## src/rtl/tage_update_queue.sv

```systemverilog
// tage_update_queue
//   Update-side initiator for the TAGE predictor. Each prediction made at
//   fetch (index, predicted direction, predicted target, domain) is recorded
//   in a FIFO. In-order branch resolutions from execute are matched against
//   the FIFO head. The predictor update port is driven one cycle after each
//   resolution.
//
// Ports
//   clk_i, rst_ni            clock (rising edge), async active-low reset
//   pred_valid_i/ready_o     fetch-side push handshake (ready = not full)
//   pred_idx/taken/targ/domain_i  prediction record to store
//   res_valid/taken/targ_i   resolution of the oldest in-flight branch
//   flush_i                  squash all unresolved entries
//   update_en_o ... domain_o registered predictor update port
//   count_o                  current occupancy
//   res_err_o                one-cycle pulse: resolve seen with queue empty
module tage_update_queue #(
    parameter int DEPTH  = 8,
    parameter int IDX_W  = 32,
    parameter int TARG_W = 32,
    parameter int DOM_W  = 2
) (
    input  logic                     clk_i,
    input  logic                     rst_ni,
    input  logic                     pred_valid_i,
    output logic                     pred_ready_o,
    input  logic [IDX_W-1:0]         pred_idx_i,
    input  logic                     pred_taken_i,
    input  logic [TARG_W-1:0]        pred_targ_i,
    input  logic [DOM_W-1:0]         pred_domain_i,
    input  logic                     res_valid_i,
    input  logic                     res_taken_i,
    input  logic [TARG_W-1:0]        res_targ_i,
    input  logic                     flush_i,
    output logic                     update_en_o,
    output logic                     br_result_o,
    output logic                     correct_o,
    output logic [IDX_W-1:0]         idx_o,
    output logic [TARG_W-1:0]        targ_o,
    output logic [DOM_W-1:0]         domain_o,
    output logic [$clog2(DEPTH):0]   count_o,
    output logic                     res_err_o
);

    localparam int AW    = $clog2(DEPTH);
    localparam int PTR_W = AW + 1;

    logic [PTR_W-1:0]  wr_ptr;
    logic [PTR_W-1:0]  rd_ptr;
    logic [PTR_W-1:0]  rd_ptr_nxt;

    logic [IDX_W-1:0]  idx_mem   [DEPTH];
    logic              taken_mem [DEPTH];
    logic [TARG_W-1:0] targ_mem  [DEPTH];
    logic [DOM_W-1:0]  dom_mem   [DEPTH];

    logic full;
    logic empty;
    logic do_push;
    logic do_pop;
    logic head_taken;
    logic [TARG_W-1:0] head_targ;
    logic head_correct;

    // Extra pointer MSB distinguishes full from empty when the low bits match.
    assign full  = (wr_ptr[AW] != rd_ptr[AW]) && (wr_ptr[AW-1:0] == rd_ptr[AW-1:0]);
    assign empty = (wr_ptr == rd_ptr);

    assign pred_ready_o = !full;
    assign count_o      = wr_ptr - rd_ptr;

    // A flush squashes the same-cycle enqueue; the same-cycle resolve still pops.
    assign do_push = pred_valid_i && !full && !flush_i;
    assign do_pop  = res_valid_i && !empty;

    assign head_taken   = taken_mem[rd_ptr[AW-1:0]];
    assign head_targ    = targ_mem[rd_ptr[AW-1:0]];
    // Target only matters when the branch was actually taken.
    assign head_correct = (head_taken == res_taken_i) &&
                          (!res_taken_i || (head_targ == res_targ_i));

    assign rd_ptr_nxt = rd_ptr + PTR_W'(do_pop);

    always_ff @(posedge clk_i or negedge rst_ni) begin
        if (!rst_ni) begin
            wr_ptr <= '0;
            rd_ptr <= '0;
        end else begin
            rd_ptr <= rd_ptr_nxt;
            if (flush_i) begin
                wr_ptr <= rd_ptr_nxt;
            end else if (do_push) begin
                wr_ptr <= wr_ptr + PTR_W'(1);
            end
        end
    end

    // Entry storage carries no reset; validity is defined by the pointers.
    always_ff @(posedge clk_i) begin
        if (do_push) begin
            idx_mem[wr_ptr[AW-1:0]]   <= pred_idx_i;
            taken_mem[wr_ptr[AW-1:0]] <= pred_taken_i;
            targ_mem[wr_ptr[AW-1:0]]  <= pred_targ_i;
            dom_mem[wr_ptr[AW-1:0]]   <= pred_domain_i;
        end
    end

    always_ff @(posedge clk_i or negedge rst_ni) begin
        if (!rst_ni) begin
            update_en_o <= 1'b0;
            br_result_o <= 1'b0;
            correct_o   <= 1'b0;
            idx_o       <= '0;
            targ_o      <= '0;
            domain_o    <= '0;
            res_err_o   <= 1'b0;
        end else begin
            update_en_o <= do_pop;
            res_err_o   <= res_valid_i && empty;
            if (do_pop) begin
                br_result_o <= res_taken_i;
                correct_o   <= head_correct;
                idx_o       <= idx_mem[rd_ptr[AW-1:0]];
                targ_o      <= res_targ_i;
                domain_o    <= dom_mem[rd_ptr[AW-1:0]];
            end
        end
    end

endmodule

```

## config.mk

```make
export PLATFORM = sky130hd
export DESIGN_NAME = tage_update_queue
export DESIGN_NICKNAME = d
export VERILOG_FILES = /design/src/rtl/tage_update_queue.sv
export SDC_FILE = /design/constraint.sdc
export NUM_CORES = 1
export LEC_CHECK = 0
export BUFFER_PORTS_ARGS = -buffer_cell sky130_fd_sc_hd__buf_4
export CORE_MARGIN = 2
export CORE_UTILIZATION = 65
export CTS_BUF_LIST = sky130_fd_sc_hd__clkbuf_4 sky130_fd_sc_hd__clkbuf_8
export DETAILED_ROUTE_END_ITERATION = 10
export GPL_TIMING_DRIVEN = 0
export PLACE_DENSITY_LB_ADDON = 0.15
export SETUP_SLACK_MARGIN = 0.15
export SLEW_MARGIN = 20
export SYNTH_ARGS = -nofsm -noshare
export SYNTH_HDL_FRONTEND = slang
export SYNTH_SLANG_ARGS = --single-unit
export TNS_END_PERCENT = 1
```

## constraint.sdc

```tcl
create_clock -name clk_i -period 15.1 [get_ports clk_i]
set_input_delay 1.51 -clock clk_i [delete_from_list [all_inputs] [get_ports clk_i]]
set_output_delay 1.51 -clock clk_i [all_outputs]
set_load 0.03 [all_outputs]
```

==> flow_summary.toml <==
[place]
placed_area_um2 = 26100
place_hpwl_um = 34600
dp_slack_ns = 8.98
place.gp.congestion = 0.767
io_buffers = 178
dpl.cell_count = 1871

[timing]
period_share_pct = 41.2
fin_ws_ns = 8.88
setup_tns_ns = 0
setup_viol = 0
fmax_mhz = 161
fin_skew_ns = 0.0245
slew_headroom_pct = 28.1
hold_viol = 0
timing.final.max_slew_violations = 0
fin_crit_ns = 6.22
tightest_slew_ns = 1.07
grt_setup_unrepaired = "false"

[global_routing]
grt.total_usage_pct = 29.1
overflow = 0
grt_first_pass_wirelength_um = 79300
grt_pass1_vias = 13108
grt_max_degree = 79
antenna_found_initial = 1

[drt]
num_vias = 12560
drc_errors = 0
wl_per_cell_um = 26.0
antenna_left = 0
drtPass1Iterations = 6
wl_um = 53000
drt-initial-drc-count = 1286
viasPerCell = 6.16

[synth]
syn_avg_cell_area_um2 = 19.6
syn_nets = 1304
seq_area_frac_synth_pct = 77.1
synth_area_leaders = "edfxtp_1 (69%), mux4_2 (13%), dfrtp_1 (8.3%)"
synth_area_um2 = 23400
synthCells = 1192
synth.distinct_cells = 31
ys_ff_latch = 614
synth_warnings = 0
synth_area_leader_cell = "edfxtp_1"
netlist.area_leader.share_pct = 68.8

[min_path]
hold-path-cell-count = 2
hold_path_end = "targ_o[20]"
holdCritStartpoint = "targ_o[20]"
min_path_type = "flip-flop to flip-flop"

[worst_setup_path]
reg2reg_depth = 16
crit_path_max_fanout = 11
worstSetupPathType = "flip-flop to flip-flop"
cp-start-kind = "flip-flop"
r2r_end = "wr_ptr[2]"
cp.arrival_ns = 6.70
critPathCaptureType = "flip-flop"
r2r_slack_ns = 8.88
cp_top_family = "buffers and inverters"
critPathMaxStageDelay_ns = 0.84
crit_buf_inv = 8
required_ns = 15.57
crit_path_start = "rd_ptr[2]"
slowest_stage = "o21ai_1"
r2r-start = "rd_ptr[2]"
path_cells = "buf_2, buf_2, inv_1, clkbuf_1, clkbuf_1, ha_1, nand3_1, o21ai_1, clkinv_1, clkbuf_1, buf_1, ha_1, ha_1, xor2_1, nand2_1, o21ai_0"

[clock_tree]
htreeDepth = 3
hold_buffers = 0
clkLatencyLatePin_ns = 0.63
clock_tree.buffer_depth = 3
clock_sinks = 614
clockRootBuffer = "clkbuf_8"
postCtsResizedCells = 0
cts-buffers-inserted = 92
cts_tree = "yes"
cts_setup_buffers = 0
clk_pin_slew_worst_paths_ns = 0.06

[die]
std_cell_rows = 69
pin_count = 180
die_w_um = 194
die_height_um = 194
core_area_um2 = 35500
die-area_um2 = 37500
initial_core_util_pct = 66.0

[final_layout]
layout.nets = 1616
drive_gt1_share_pct = 34.1
final_common_cell = "edfxtp_1"
mostFrequentLayoutCells = "edfxtp_1 (536), buf_4 (199), nand2_1 (194), mux4_2 (130), clkbuf_8 (105)"
instances_no_fill = 2040
postLayoutCellArea_um2 = 28000
area_growth_pct = 19.5

[pwr]
peakVddDrop_mv = 0.235
power_uw = 5320
p_per_area_nw_per_um2 = 190
pwr-share-seq_pct = 40.7
power_frac_comb_pct = 33.7
power_switching_share_pct = 32.9
power.internal_uw = 3570
p_leak_uw = 0.0100
p_clk_share_pct = 25.5
switchingPower_uw = 1750

[run_status]
status = "complete, no violations"

[run]
cap_violations = 0
==> cell type report <==
type,count,area (µm²)
Antenna cell,2,5.00
Buffer,57,289
Clock buffer,140,1710
Clock inverter,27,176
Fill cell,1809,7500
Inverter,9,33.8
Multi-Input combinational cell,512,5090
Sequential cell,614,18000
Tap cell,461,577
Timing Repair Buffer,218,2050
==> cells by family after synthesis <==
logic type      Yosys count  synth area share [%]
buf+inv                  66                  1.38
flops                   614                  77.1
xor+xnor                 40                  1.50
compound gates           44                  1.13
fa+ha+maj                 7                 0.406
simple gates            260                  4.37
mux                     161                  14.1
==> registers in the layout, indices dropped and copies added (netlist names) <==
name	flops
br_result_o	1
correct_o	1
dom_mem	16
domain_o	2
idx_mem	256
idx_o	32
rd_ptr	4
res_err_o	1
taken_mem	8
targ_mem	256
targ_o	32
update_en_o	1
wr_ptr	4
==> synthesized netlist by cell type <==
| library cell | number |
|---|---|
| clkinv_1 | 1 |
| nand2_1 | 194 |
| nand3_1 | 5 |
| buf_2 | 17 |
| nand2b_1 | 2 |
| a21o_1 | 1 |
| edfxtp_1 | 536 |
| mux4_1 | 4 |
| mux4_2 | 130 |
| dfrtp_1 | 78 |
| clkbuf_1 | 23 |
| a31oi_1 | 34 |
| inv_1 | 8 |
| fa_1 | 1 |
| buf_6 | 1 |
| nand4_1 | 4 |
| or3_1 | 2 |
| buf_4 | 8 |
| o21ai_1 | 2 |
| nor4_1 | 4 |
| o21ai_0 | 6 |
| xnor2_1 | 18 |
| nor3_1 | 5 |
| ha_1 | 6 |
| a21oi_1 | 1 |
| buf_1 | 7 |
| buf_12 | 1 |
| nor2_1 | 42 |
| mux2i_1 | 27 |
| xor2_1 | 22 |
| and2_1 | 2 |
==> how the worst max path moves through the flow <==
stage,to,slack [ns],cells after the start
CTS,wr_ptr[2],8.96,16
global route,wr_ptr[2],8.66,16
detailed placement,wr_ptr[2],8.98,16
floorplan,dom_mem[0][0],7.28,11
global placement,idx_mem[0][13],2.14,11
finish,wr_ptr[2],8.88,16
==> through the flow <==
step,hold WS (ns),utilization (%)
floorplan,0.484,-
global placement,0.459,71.4
detailed placement,0.463,73.5
CTS,0.478,78.8
global route,0.502,78.8
finish,0.476,78.9
==> worst reg2reg max path: cells and delay by family, from the launching register on <==
kind | cells | cell delay [ns]
buffers and inverters | 8 | 3.45
AOI/OAI and AO/OA | 2 | 0.96
adders and majority gates | 3 | 0.92
DFF | 1 | 0.35
and+or+nand+nor | 2 | 0.24
xor gates and xnor gates | 1 | 0.16
==> layer usage <==
metal | vias up | share of wire (%) | global-route usage [%]
li1 | 5313 | - | -
met1 | 6471 | 38 | 39.8
met2 | 673 | 49 | 45.6
met3 | 103 | 9.9 | 8.05
met4 | 0 | 3.1 | 11.1
met5 | - | 0 | 0
==> power groups by stage <==
stage	Combinational, µW	Clock [µW]	Sequential, µW
2_1_floorplan	1000	0	2360
3_3_place_gp	1710	0	2220
3_5_place_dp	1800	0	2200
4_1_cts	1810	1380	2170
5_1_grt	1910	1450	2180
6_report	1800	1360	2170
(Power assumes the default switching activity.)
